<file path="src/rtl/macc_stage.sv">
// ============================================================================
//  Module   : macc_stage
//  Purpose  : Memory-access pipeline stage. Runs one outstanding load/store on
//             a req/gnt/rvalid bus with byte-lane steering and load extension,
//             and registers the writeback payload (also the MEM->EX forward).
//  Options  : MACC_MISALIGN_TRAP_EN - when defined, misaligned H/W accesses are
//             suppressed and flagged on o_misalign for one cycle.
//  Revision : 1.0 - initial release
// ============================================================================
`default_nettype none

module macc_stage #(
    parameter int BUS_AW = 32
) (
    input  logic              clk_sys,
    input  logic              rst_sys,
    input  logic              i_rd_wen,
    input  logic [4:0]        i_rd_addr,
    input  logic              i_mem_wreq,
    input  logic              i_mem_rreq,
    input  logic [BUS_AW-1:0] i_mem_addr,
    input  logic [31:0]       i_result,
    input  logic [31:0]       i_store_data,
    input  logic [2:0]        i_lsu_op,
    output logic              o_bus_req,
    output logic              o_bus_we,
    output logic [BUS_AW-1:0] o_bus_addr,
    output logic [3:0]        o_bus_be,
    output logic [31:0]       o_bus_wdata,
    input  logic              i_bus_gnt,
    input  logic              i_bus_rvalid,
    input  logic [31:0]       i_bus_rdata,
    output logic              o_stall,
    output logic              o_wb_rd_wen,
    output logic [4:0]        o_wb_rd_addr,
    output logic [31:0]       o_wb_data
`ifdef MACC_MISALIGN_TRAP_EN
    ,
    output logic              o_misalign
`endif
);

    localparam logic [0:0] c_IDLE   = 1'b0;
    localparam logic [0:0] c_WAIT_R = 1'b1;

    logic [0:0]  r_state;
    logic [0:0]  w_state_nxt;
    logic        w_mem_op;
    logic        w_misalign;
    logic [1:0]  w_off;
    logic [7:0]  w_rbyte;
    logic [15:0] w_rhalf;
    logic [31:0] w_load_data;

    assign w_mem_op   = i_mem_rreq | i_mem_wreq;
    assign w_off      = i_mem_addr[1:0];
    assign o_bus_we   = i_mem_wreq;
    assign o_bus_addr = {i_mem_addr[BUS_AW-1:2], 2'b00};

`ifdef MACC_MISALIGN_TRAP_EN
    // Halfword on an odd byte, or word off a word boundary, is misaligned.
    assign w_misalign = w_mem_op &
                        (((i_lsu_op[1:0] == 2'b01) && w_off[0]) ||
                         ((i_lsu_op[1:0] == 2'b10) && (w_off != 2'b00)));
`else
    // Without trapping, misaligned accesses are silently aligned down.
    assign w_misalign = 1'b0;
`endif

    // State register.
    always_ff @(posedge clk_sys) begin
        if (rst_sys) r_state <= c_IDLE;
        else         r_state <= w_state_nxt;
    end

    // Next-state: a granted load waits for its data; rvalid ends the wait.
    always_comb begin
        w_state_nxt = r_state;
        case (r_state)
            c_IDLE:   if (w_mem_op && !i_mem_wreq && !w_misalign && i_bus_gnt)
                          w_state_nxt = c_WAIT_R;
            c_WAIT_R: if (i_bus_rvalid) w_state_nxt = c_IDLE;
            default:  w_state_nxt = c_IDLE;
        endcase
    end

    // Control outputs: request only from IDLE; stall until the access retires.
    always_comb begin
        o_bus_req = 1'b0;
        o_stall   = 1'b0;
        case (r_state)
            c_IDLE: begin
                if (w_mem_op && !w_misalign) begin
                    o_bus_req = 1'b1;
                    // A granted store retires now; a load must wait for data.
                    o_stall   = i_mem_wreq ? !i_bus_gnt : 1'b1;
                end
            end
            c_WAIT_R: o_stall = !i_bus_rvalid;
            default:  o_stall = 1'b0;
        endcase
        if (rst_sys) o_bus_req = 1'b0;
    end

    // Lane steering for stores and lane selection/extension for loads.
    always_comb begin
        o_bus_be    = 4'b1111;
        o_bus_wdata = i_store_data;
        case (i_lsu_op[1:0])
            2'b00: begin
                o_bus_be    = 4'b0001 << w_off;
                o_bus_wdata = {4{i_store_data[7:0]}};
            end
            2'b01: begin
                o_bus_be    = w_off[1] ? 4'b1100 : 4'b0011;
                o_bus_wdata = {2{i_store_data[15:0]}};
            end
            default: ;
        endcase

        case (w_off)
            2'b00:   w_rbyte = i_bus_rdata[7:0];
            2'b01:   w_rbyte = i_bus_rdata[15:8];
            2'b10:   w_rbyte = i_bus_rdata[23:16];
            default: w_rbyte = i_bus_rdata[31:24];
        endcase
        w_rhalf = w_off[1] ? i_bus_rdata[31:16] : i_bus_rdata[15:0];

        case (i_lsu_op)
            3'b000:  w_load_data = {{24{w_rbyte[7]}}, w_rbyte};
            3'b001:  w_load_data = {{16{w_rhalf[15]}}, w_rhalf};
            3'b100:  w_load_data = {24'd0, w_rbyte};
            3'b101:  w_load_data = {16'd0, w_rhalf};
            default: w_load_data = i_bus_rdata;
        endcase
    end

    // Writeback register: bubble while stalled, load data on completion,
    // nothing for stores/trapped ops, ALU result otherwise.
    always_ff @(posedge clk_sys) begin
        if (rst_sys) begin
            o_wb_rd_wen  <= 1'b0;
            o_wb_rd_addr <= 5'd0;
            o_wb_data    <= 32'd0;
        end else if (o_stall) begin
            o_wb_rd_wen  <= 1'b0;
        end else if (r_state == c_WAIT_R) begin
            o_wb_rd_wen  <= i_rd_wen;
            o_wb_rd_addr <= i_rd_addr;
            o_wb_data    <= w_load_data;
        end else if (w_mem_op) begin
            o_wb_rd_wen  <= 1'b0;
        end else begin
            o_wb_rd_wen  <= i_rd_wen;
            o_wb_rd_addr <= i_rd_addr;
            o_wb_data    <= i_result;
        end
    end

`ifdef MACC_MISALIGN_TRAP_EN
    // One-cycle flag after a misaligned access retires from IDLE.
    always_ff @(posedge clk_sys) begin
        if (rst_sys) o_misalign <= 1'b0;
        else         o_misalign <= w_misalign && (r_state == c_IDLE);
    end
`endif

endmodule

`default_nettype wire

</file>
<file path="config.mk">
export PLATFORM = sky130hd
export DESIGN_NAME = macc_stage
export DESIGN_NICKNAME = d
export VERILOG_FILES = /design/src/rtl/macc_stage.sv
export SDC_FILE = /design/constraint.sdc
export NUM_CORES = 1
export LEC_CHECK = 0
export ABC_AREA = 1
export CELL_PAD_IN_SITES_DETAIL_PLACEMENT = 0
export CELL_PAD_IN_SITES_GLOBAL_PLACEMENT = 2
export CORE_MARGIN = 2
export CORE_UTILIZATION = 17
export DETAILED_ROUTE_END_ITERATION = 10
export PLACE_DENSITY_LB_ADDON = 0.1
export RECOVER_POWER = 50
export SLEW_MARGIN = 30
export SYNTH_ARGS = -nofsm -noshare
export SYNTH_HDL_FRONTEND = slang
export SYNTH_SLANG_ARGS = --single-unit
</file>
<file path="constraint.sdc">
create_clock -name clk_sys -period 3.5 [get_ports clk_sys]
set_clock_uncertainty 0.05 [all_clocks]
set_input_delay 0.7 -clock clk_sys [delete_from_list [all_inputs] [get_ports clk_sys]]
set_output_delay 0.7 -clock clk_sys [all_outputs]
set_load 0.05 [all_outputs]
</file>
Word-level counts from Yosys, hierarchy flattened. Index checks and enable logic that the tools add are counted.

Eq/ne operators: 7. Shift operators: 1. Muxes and demuxes: 21. Bitwise operators: 3. Reductions and logical operators: 10.

Operator list (count): 32-bit one-hot mux with 4 select lines (1); 32-bit two-way mux (2); 32-bit one-hot mux with 2 select lines (1); 8-bit one-hot mux with 3 select lines (1); 16-bit two-way mux (1); 5-bit two-way mux (2); 1-bit two-way mux (9); 4-bit one-hot mux with 2 select lines (1); 3-bit equality test (second input constant) (2); 2-bit by 1-bit equality test with 1-bit output (second input constant) (2); 2-bit logical NOT (2); 4-bit two-way mux (1); 1-bit one-hot mux with 2 select lines (2); 1-bit by 2-bit << shifter with 4-bit output (first input constant) (1); 3-bit by 1-bit equality test with 1-bit output (second input constant) (1); 1-bit logical NOT (3); 3-bit logical NOT (1); 2-bit equality test (second input constant) (1); 1-bit logical AND (2); 2-bit != test (second input constant) (1); 1-bit inverter (2); 2-bit AND reduction (1); 2-bit OR reduction (1); 1-bit OR (1).

Bits in registers: 39. Input bits: 143. Output and inout port bits: 109. Logic and storage cells: 46.

Logic depth before layout (Yosys ltp). Gate-level depths: netlist of run 1.

Depth after elaboration: 6. Mapped depth: 10. Depth with buffers taken out: 8.

Worst setup path after synthesis of run 1. No wires, ideal clock.

Path kind: input to output. From: input port i_mem_addr[1]. To: output port o_bus_be[2]. Data arrival time: 2.230 ns. Data required time: 2.750 ns. Slack: 0.520 ns. Stages on the path: 5. Path buffers: 3. Path through: buf_6 inv_4 buf_6 buf_4 o21ai_0.

Longest elaborated chain between the ends: 2. Elaborated cells on any way between the ends: 3. Those cells by class: shift: 1; mux: 2.

Ends and longest elaborated chain: from (decl) (line 21) `input logic [BUS_AW-1:0] i_mem_addr,`; 4-bit two-way mux or 1-bit by 2-bit << shifter with 4-bit output (tied branches) (line 115, 111); 4-bit one-hot mux with 2 select lines * (line 109) `case (i_lsu_op[1:0])`; to (decl) (line 28) `output logic [3:0] o_bus_be,`.

Mark *: on every way between the ends. The rest lies on a longest branch, timed or not.

Worst setup path after layout of run 1.
From: input port i_lsu_op[1]. To: output port o_bus_be[2].

Longest elaborated chain between the ends: 2. Elaborated cells on any way between the ends: 3. Those cells by class: eq/ne: 1; mux: 1; reduce/logical: 1.

Ends and longest elaborated chain: from (decl) (line 24) `input logic [2:0] i_lsu_op,`; 2-bit by 1-bit equality test with 1-bit output or 2-bit logical NOT (tied branches) (line 109); 4-bit one-hot mux with 2 select lines * (line 109).

Marked as above.

==> results of run 1 <==
==> logic make-up after synthesis <==
group / count (synthesis) / share of synthesized area
flip-flops: 39 / 0.241
other: 1 / 0.00116
buffers and inverters: 91 / 0.174
AND/OR/NAND/NOR: 225 / 0.341
AO/OA/AOI/OAI: 135 / 0.243
==> cells in the final DEF (no fill, tap or decap), types with 21 or more instances in the layout <==
cell             instances
dlygate4sd3_1           38
clkdlybuf4s50_1        121
o21ai_0                 45
dfxtp_1                 39
nor2_1                  39
nand2_1                111
a21oi_1                 55
or2_2                   21
==> tightest hold or removal path: stages, from the launching register on <==
cell	delay (ns)
dfxtp_1	0.31
nand2_1	0.06
a21oi_1	0.06
==> Yosys cell counts, types with 2 or more instances <==
cell      count
dfxtp_1      39
nor2_1       39
nor2_4        3
a21oi_1      55
nand3_1      20
nor2_2        2
clkbuf_1     11
buf_2        11
nand2_2      11
inv_2         6
buf_6         6
buf_4        42
a21oi_2      20
o211ai_1     10
inv_1        11
nand2_1     111
nand3_2      14
o21ai_1       3
inv_4         2
o21ai_0      45
or2_2        21
==> per-stage QoR <==
step / hold WS [ns] / setup slack [ns] / instances / power [mW] / instance area, um2
4_1_cts: 0.425 / 0.481 / 857 / 1.91 / 5330
6_report: 0.422 / 0.500 / 857 / 1.87 / 5330
3_5_place_dp: 0.415 / 0.477 / 849 / 1.36 / 5160
3_3_place_gp: 0.411 / 0.517 / 849 / 1.36 / 5160
5_1_grt: 0.430 / 0.211 / 857 / 1.96 / 5330
2_1_floorplan: 0.601 / 0.520 / 492 / 1.08 / 3250
==> final timing paths <==
path                     start            to  slack, ns
setup / recovery   i_lsu_op[1]   o_bus_be[2]       0.50
hold / removal    o_wb_data[7]  o_wb_data[7]       0.42
setup reg to reg       r_state  o_wb_data[9]       0.56
hold reg to reg   o_wb_data[7]  o_wb_data[7]       0.42
==> routing by layer <==
layer | part of all wire | track usage | vias to the layer above
li1 | - | - | 1838
met3 | 0.060 | 0.0350 | 10
met4 | 0.012 | 0.0284 | 0
met1 | 0.45 | 0.178 | 1642
met2 | 0.48 | 0.228 | 107
met5 | 0 | 0 | -
==> registers in the layout, indices dropped and copies added (netlist names) <==
| signal | flops |
|---|---|
| o_wb_data | 32 |
| o_wb_rd_addr | 5 |
| o_wb_rd_wen | 1 |
| r_state | 1 |
==> power breakdown <==
| group | switching, mW | internal [mW] | leakage, nW |
|---|---|---|---|
| combinational | 0.499 | 0.329 | 1.83 |
| clock | 0.202 | 0.337 | 0.0838 |
| sequential | 0.0166 | 0.482 | 0.322 |
==> layout make-up <==
| cell class | instances | share of cell area |
|---|---|---|
| sequential | 39 | 0.146 |
| multi-input combinational | 362 | 0.356 |
| clock buffer | 5 | 0.0235 |
| tap | 234 | 0.0549 |
| clock inverter | 3 | 0.00821 |
| inverter | 19 | 0.0143 |
| timing repair buffer | 195 | 0.396 |
==> results_dict.tcl, run 1 <==
set metrics [dict create \
    syn_area_um2 3240 \
    wl_per_cell_um 16.4 \
    rows 50 \
    seq_area_um2 781 \
    cpLargestDelayFamily "buffers and inverters" \
    synth_top_area_cell "dfxtp_1" \
    synthCells 491 \
    worstSetupPathDepth 4 \
    p_leak_nw 2.23 \
    required_ns 2.75 \
    ctsRootBufferMaster "clkbuf_16" \
    post_cts_buffers 0 \
    setup_viol 0 \
    max_freq_mhz 333 \
    insertion_delay_ns 0.29 \
    diodes 0 \
    cp-start-kind "primary input" \
    slew_viol_final 0 \
    crit_buf_inv 3 \
    synthTopCellsByArea "dfxtp_1 (24%), nand2_1 (13%), buf_4 (9.7%)" \
    hold_path.class "reg2reg" \
    cts.clk_slew.worst_paths_ns 0.06 \
    slowest_stage "clkdlybuf4s50_1" \
    ys_ff_latch 39 \
    die_height_um 142 \
    worstSetupEndpointType "primary output" \
    grt_pass1_vias 3658 \
    synthArstFlopShare 0 \
    dr.pass1.iters 4 \
    synth_flop_cell "dfxtp_1" \
    setup_tns_ns 0 \
    initial_core_util 0.173 \
    route.detailed.drc 0 \
    critPathMaxFanout 14 \
    avgSynthCellArea_um2 6.60 \
    cts_tree "yes" \
    cp_cell_sequence "clkdlybuf4s50_1, inv_1, o21ai_0, buf_12" \
    layout-drive-gt1-share 0.202 \
    synth-edff-count 0 \
    dieArea_um2 20200 \
    num_vias 3597 \
    place_hpwl_um 11000 \
    hold_path_depth 2 \
    cts_sinks 39 \
    max_cap_violations 0 \
    seq_area_frac_synth 0.241 \
    grt_pass1_wl_um 21400 \
    pin_count 252 \
    fillers 2031 \
    cts_buffers 5 \
    rsz0062_at_grt "no" \
    clock_path_buffers 2 \
    period_needed_ns 3.00 \
    cpPeakStageDelay_ns 0.59 \
    grtUsageTotal 0.137 \
    antenna_found_initial 0 \
    cts_hold_buffers 0 \
    worst-setup-path-type "in2out" \
    worstMarginPinSlew_ns 1.24 \
    grt_max_degree 54 \
    core_um2 18700 \
    finalHoldViolations 0 \
    ant_nets 0 \
    vias_per_cell 4.20 \
    h-tree-depth 2 \
    outcome "completed" \
    drt_wl_total_um 14100 \
    gr-total-overflow 0 \
    cts_resized 0 \
    gp_congestion 0.779 \
    fin_nets 765 \
    slew_headroom 0.175 \
    fin_util 0.285 \
    multiInputGateArea_um2 1900 \
    reg2reg_depth 7 \
    synth.distinct_cells 30 \
    synthToLayoutAreaGrowth_pct 64.5 \
    io_buffers 189 \
    synth.top_cell.area_share 0.241 \
    arrival_ns 2.25 \
    drt_iter0_markers 121 \
    ys_warn_count 0 \
    ir_drop_mv 0.164 \
    fp.dieW_um 142 \
    powerDensity_nw_per_um2 350 \
    fin_crit_sh 0.857 \
]
Note: power is estimated with default switching activity, not from simulation.
==> inputs of run 2 (changes only) <==
--- a/config.mk
+++ b/config.mk
@@ -5,7 +5,8 @@
 export SDC_FILE = /design/constraint.sdc
 export NUM_CORES = 1
 export LEC_CHECK = 0
-export ABC_AREA = 1
+export ABC_AREA = 0
+export ABC_CLOCK_PERIOD_IN_PS = 3500
 export CELL_PAD_IN_SITES_DETAIL_PLACEMENT = 0
 export CELL_PAD_IN_SITES_GLOBAL_PLACEMENT = 2
 export CORE_MARGIN = 2
==> results_dict.tcl, run 2 <==
set metrics [dict create \
    cp-start-kind "primary input" \
    synth_top_area_cell "dfxtp_1" \
    route.detailed.drc 0 \
    min_to "o_wb_data[12]" \
    synthTopCellsByArea "dfxtp_1 (26%), buf_4 (10%), mux2i_1 (8.8%)" \
    worst-setup-path-type "in2out" \
    ctsRootBufferMaster "clkbuf_16" \
    initial_core_util 0.173 \
    required_ns 2.75 \
    slew_headroom 0.256 \
    arrival_ns 2.30 \
    cpLargestDelayFamily "buffers and inverters" \
    place_hpwl_um 10200 \
    fin_nets 640 \
    post-place-cells 715 \
    seq_area_frac_synth 0.264 \
    vias_per_cell 4.36 \
    fin_crit_sh 0.872 \
    finalHoldViolations 0 \
    cts_resized 0 \
    cts_tree "yes" \
    core_um2 17100 \
    swShare 0.371 \
    avgSynthCellArea_um2 8.18 \
    crit_buf_inv 2 \
    synthToLayoutAreaGrowth_pct 69.3 \
    slowest_stage "clkdlybuf4s50_1" \
    cp_cell_sequence "clkdlybuf4s50_1, nor2b_1, o21ai_1, buf_12" \
    cts_buffers 5 \
    grt_pass1_vias 3269 \
    synth-xor-area-share 0 \
    synth_most_common_cell "o21ai_1" \
    synth.top_cell.area_share 0.264 \
    ant_nets 0 \
    diodes 0 \
    die_height_um 136 \
    synth.distinct_cells 41 \
    fin_util 0.292 \
    r2r_start "r_state" \
    grt_max_degree 38 \
    largest_reg_flops 32 \
    drt_iter0_markers 123 \
    pwr-share-comb 0.426 \
    synth_mux_area_frac 0.157 \
    largest_register "o_wb_data" \
    reg2reg_depth 4 \
    layout-drive-gt1-share 0.120 \
    synth-adder-area-share 0 \
    ir_drop_mv 0.166 \
    dr.pass1.iters 4 \
    h-tree-depth 2 \
    powerDensity_nw_per_um2 327 \
    ys_top_cells_by_count "o21ai_1 (48), nand2_1 (44), buf_4 (41), dfxtp_1 (39), mux2i_1 (26)" \
    worstMarginPinSlew_ns 1.12 \
    synth_simple_gate_area_frac 0.114 \
    dieArea_um2 18400 \
    reg_top3 "o_wb_data (32), o_wb_rd_addr (5)" \
    slew_viol_final 0 \
    p_leak_nw 2.00 \
    drt_wl_total_um 12800 \
    rows 48 \
    placed_area_um2 4870 \
    fp.dieW_um 136 \
    critPathMaxFanout 8 \
    synth_flop_cell "dfxtp_1" \
    syn_area_um2 2950 \
    antenna_found_initial 1 \
    period_needed_ns 3.05 \
    fillers 1820 \
    pin_count 252 \
    rrSetupSlack_ns 0.92 \
    synth_compound_area_frac 0.306 \
    reg2reg_to "o_wb_data[12]" \
    clock_path_buffers 2 \
    setup_tns_ns 0 \
    outcome "completed" \
    mostFrequentLayoutCell "clkdlybuf4s50_1" \
    layout_common_cells "clkdlybuf4s50_1 (130), o21ai_1 (48), nand2_1 (44)" \
    design_area_um2 5000 \
    synthCells 361 \
    hold_path.class "reg2reg" \
    synth-edff-count 0 \
    rsz0062_at_grt "no" \
    setup_viol 0 \
    io_buffers 189 \
    synth_top_family_by_area "compound AO/OA/AOI/OAI gates" \
    switchingPower_mw 0.608 \
    internal-power_mw 1.03 \
    grt_pass1_wl_um 19100 \
    post_cts_buffers 0 \
    gr-total-overflow 0 \
    ys_ff_latch 39 \
    pwr-share-seq 0.299 \
    grtUsageTotal 0.136 \
    max_freq_mhz 328 \
    worstHoldStart "o_wb_data[12]" \
    ys_warn_count 0 \
    worstSetupEndpointType "primary output" \
    cts_sinks 39 \
    synthArstFlopShare 0 \
    instances_no_fill 723 \
    cpPeakStageDelay_ns 0.63 \
    p_clk_frac 0.275 \
    insertion_delay_ns 0.28 \
    gp_congestion 0.721 \
    wl_per_cell_um 17.7 \
    cts_hold_buffers 0 \
    cts.clk_slew.worst_paths_ns 0.06 \
    num_vias 3154 \
    max_cap_violations 0 \
    hold_path_depth 2 \
]
## run 2: layout make-up
type / count / area [um2] / area share
clock inverter: 1 / 5.00 / 0.00100
timing repair buffer: 200 / 2060 / 0.413
sequential: 39 / 781 / 0.156
clock buffer: 7 / 133 / 0.0265
inverter: 7 / 26.3 / 0.00525
tap: 225 / 282 / 0.0563
multi-input combinational: 244 / 1710 / 0.342
## run 2: worst max-delay path by stage
stage,endpoint,cells after the start,slack [ns],startpoint
floorplan,o_bus_wdata[24],5,0.67,i_lsu_op[1]
global placement,o_bus_be[0],4,0.47,i_mem_addr[1]
detailed placement,o_bus_be[0],4,0.45,i_lsu_op[0]
CTS,o_bus_be[0],4,0.45,i_lsu_op[0]
global route,o_bus_be[0],4,0.33,i_lsu_op[0]
finish,o_bus_be[0],4,0.45,i_lsu_op[0]
## run 2: power by group through the flow
stage               Sequential (mW)  Combinational [mW]  Clock, mW
global placement              0.500               0.713          0
detailed placement            0.500               0.712          0
floorplan                     0.591               0.385          0
finish                        0.489               0.698      0.450
global route                  0.493               0.737      0.491
CTS                           0.490               0.714      0.469
## run 2: cells by family after synthesis
family	Yosys count
other cells	1
mux	43
compound gates	123
flops	39
buf+inv	79
simple gates	76
## run 2: stage by stage
stage	total power, mW	hold slack (ns)	setup WS [ns]
4_1_cts	1.67	0.402	0.446
5_1_grt	1.72	0.430	0.330
2_1_floorplan	0.976	0.617	0.673
6_report	1.64	0.395	0.447
3_3_place_gp	1.21	0.387	0.475
3_5_place_dp	1.21	0.393	0.452
## run 2: metal layers
layer,wire length (um),up-vias,GRT usage
met2,5880,114,0.223
met5,0,-,0
met3,855,30,0.0380
li1,-,1550,-
met4,313,0,0.0480
met1,5740,1460,0.172
## run 2: worst min-delay path: cells and delay by family (launching register included)
| kind | cells | cell delay (ns) |
|---|---|---|
| flops | 1 | 0.31 |
| simple gates | 1 | 0.05 |
| compound gates | 1 | 0.05 |
==> inputs of run 3 (changes only) <==
==> constraint.sdc (replaced) <==
create_clock -name clk_sys -period 3.5 [get_ports clk_sys]
set_clock_uncertainty 0.05 [all_clocks]
set_input_delay 0.525 -clock clk_sys [delete_from_list [all_inputs] [get_ports clk_sys]]
set_output_delay 0.525 -clock clk_sys [all_outputs]
set_load 0.05 [all_outputs]
==> results_dict.tcl, run 3 (synthesis results as in run 2) <==
set metrics [dict create \
    post-place-cells 715 \
    ctsRootBufferMaster "clkbuf_16" \
    setup_tns_ns 0 \
    slew_headroom 0.421 \
    diodes 0 \
    die_height_um 136 \
    period_needed_ns 2.90 \
    p_leak_nw 2.00 \
    fin_nets 640 \
    gr-total-overflow 0 \
    cts.clk_slew.worst_paths_ns 0.06 \
    max_freq_mhz 345 \
    wl_per_cell_um 17.8 \
    layout-drive-gt1-share 0.118 \
    instances_no_fill 723 \
    fp.dieW_um 136 \
    cts_tree "yes" \
    arrival_ns 2.32 \
    slew_viol_final 0 \
    mostFrequentLayoutCell "clkdlybuf4s50_1" \
    grtUsageTotal 0.140 \
    pin_count 252 \
    rrSetupSlack_ns 1.00 \
    dr.pass1.iters 5 \
    worst-setup-path-type "in2out" \
    largest_reg_flops 32 \
    insertion_delay_ns 0.28 \
    finalHoldViolations 0 \
    max_cap_violations 0 \
    swShare 0.371 \
    cp-start-kind "primary input" \
    timing.hold.ws_ns 0.396 \
    vias_per_cell 4.31 \
    ant_nets 0 \
    cts_sinks 39 \
    required_ns 2.92 \
    p_clk_frac 0.276 \
    core_um2 17100 \
    dieArea_um2 18400 \
    drt_iter0_markers 87 \
    fin_crit_sh 0.828 \
    num_vias 3113 \
    grt_pass1_wl_um 19800 \
    endpoint "o_stall" \
    pwr-share-seq 0.298 \
    rsz0062_at_grt "no" \
    io_buffers 189 \
    gp_congestion 0.735 \
    reg2reg_depth 5 \
    worstSetupEndpointType "primary output" \
    cts_resized 0 \
    layout_common_cells "clkdlybuf4s50_1 (131), o21ai_1 (48), nand2_1 (44)" \
    internal-power_mw 1.03 \
    switchingPower_mw 0.607 \
    antenna_found_initial 0 \
    cts_buffers 5 \
    post_cts_buffers 0 \
    rows 48 \
    outcome "completed" \
    h-tree-depth 2 \
    hold_path.class "reg2reg" \
    reg_top3 "o_wb_data (32), o_wb_rd_addr (5)" \
    setup_viol 0 \
    clock_path_buffers 2 \
    worstMarginPinSlew_ns 0.868 \
    initial_core_util 0.173 \
    place_hpwl_um 10300 \
    startpoint "i_mem_wreq" \
    drt_wl_total_um 12900 \
    route.detailed.drc 0 \
    ir_drop_mv 0.147 \
    pwr-share-comb 0.426 \
    grt_max_degree 38 \
    r2r_start "r_state" \
    reg2reg_to "o_wb_data[11]" \
    critPathMaxFanout 5 \
    largest_register "o_wb_data" \
    cts_hold_buffers 0 \
    grt_pass1_vias 3257 \
    synthToLayoutAreaGrowth_pct 69.5 \
    powerDensity_nw_per_um2 327 \
]
run 3: changes by cell type in the layout (fill, tap and decap cells not counted), sizes merged:
cell / before / now
clkdlybuf4s50: 130 / 131
buf: 34 / 32
dlygate4sd3: 36 / 37
run 3: metal layers:
layer	vias to the layer above	GRT usage	wire, um
li1	1555	-	-
met1	1440	0.187	5960
met2	100	0.226	5950
met3	18	0.0373	809
met4	0	0.0295	138
met5	-	0	0
run 3: layout make-up:
class / count / area, um2
Multi-Input combinational cell: 244 / 1710
Clock inverter: 1 / 5.00
Sequential cell: 39 / 781
Fill cell: 1836 / 12100
Tap cell: 225 / 282
Inverter: 7 / 26.3
Timing Repair Buffer: 200 / 2070
Clock buffer: 7 / 133
run 3: power groups by stage:
| stage | Combinational [mW] | Sequential, mW | Clock (mW) |
|---|---|---|---|
| 3_3_place_gp | 0.712 | 0.500 | 0 |
| 2_1_floorplan | 0.385 | 0.591 | 0 |
| 6_report | 0.696 | 0.488 | 0.452 |
| 4_1_cts | 0.715 | 0.490 | 0.465 |
| 5_1_grt | 0.739 | 0.493 | 0.485 |
| 3_5_place_dp | 0.713 | 0.499 | 0 |
run 3: worst min path at each step:
| stage | endpoint | cells after the start | from |
|---|---|---|---|
| floorplan | o_wb_rd_wen | 1 | i_rd_wen |
| global placement | o_wb_data[24] | 2 | o_wb_data[24] |
| detailed placement | o_wb_data[30] | 2 | o_wb_data[30] |
| CTS | o_wb_data[10] | 2 | o_wb_data[10] |
| global route | o_wb_data[23] | 2 | o_wb_data[23] |
| finish | o_wb_data[10] | 2 | o_wb_data[10] |
run 3: critical path: stages:
cell	delay [ns]
dlygate4sd3_1	0.61
nor2_1	0.07
a211o_1	0.26
nand2_1	0.06
clkdlybuf4s50_1	0.80
run 3: stage by stage:
| stage | util | instance area [um2] | total power [mW] | worst slack (ns) |
|---|---|---|---|---|
| after floorplan | - | 2960 | 0.976 | 1.02 |
| after global placement | 0.285 | 4870 | 1.21 | 0.686 |
| after detailed placement | 0.285 | 4870 | 1.21 | 0.638 |
| after CTS | 0.293 | 5010 | 1.67 | 0.661 |
| after global routing | 0.293 | 5010 | 1.72 | 0.514 |
| final | 0.293 | 5010 | 1.64 | 0.601 |
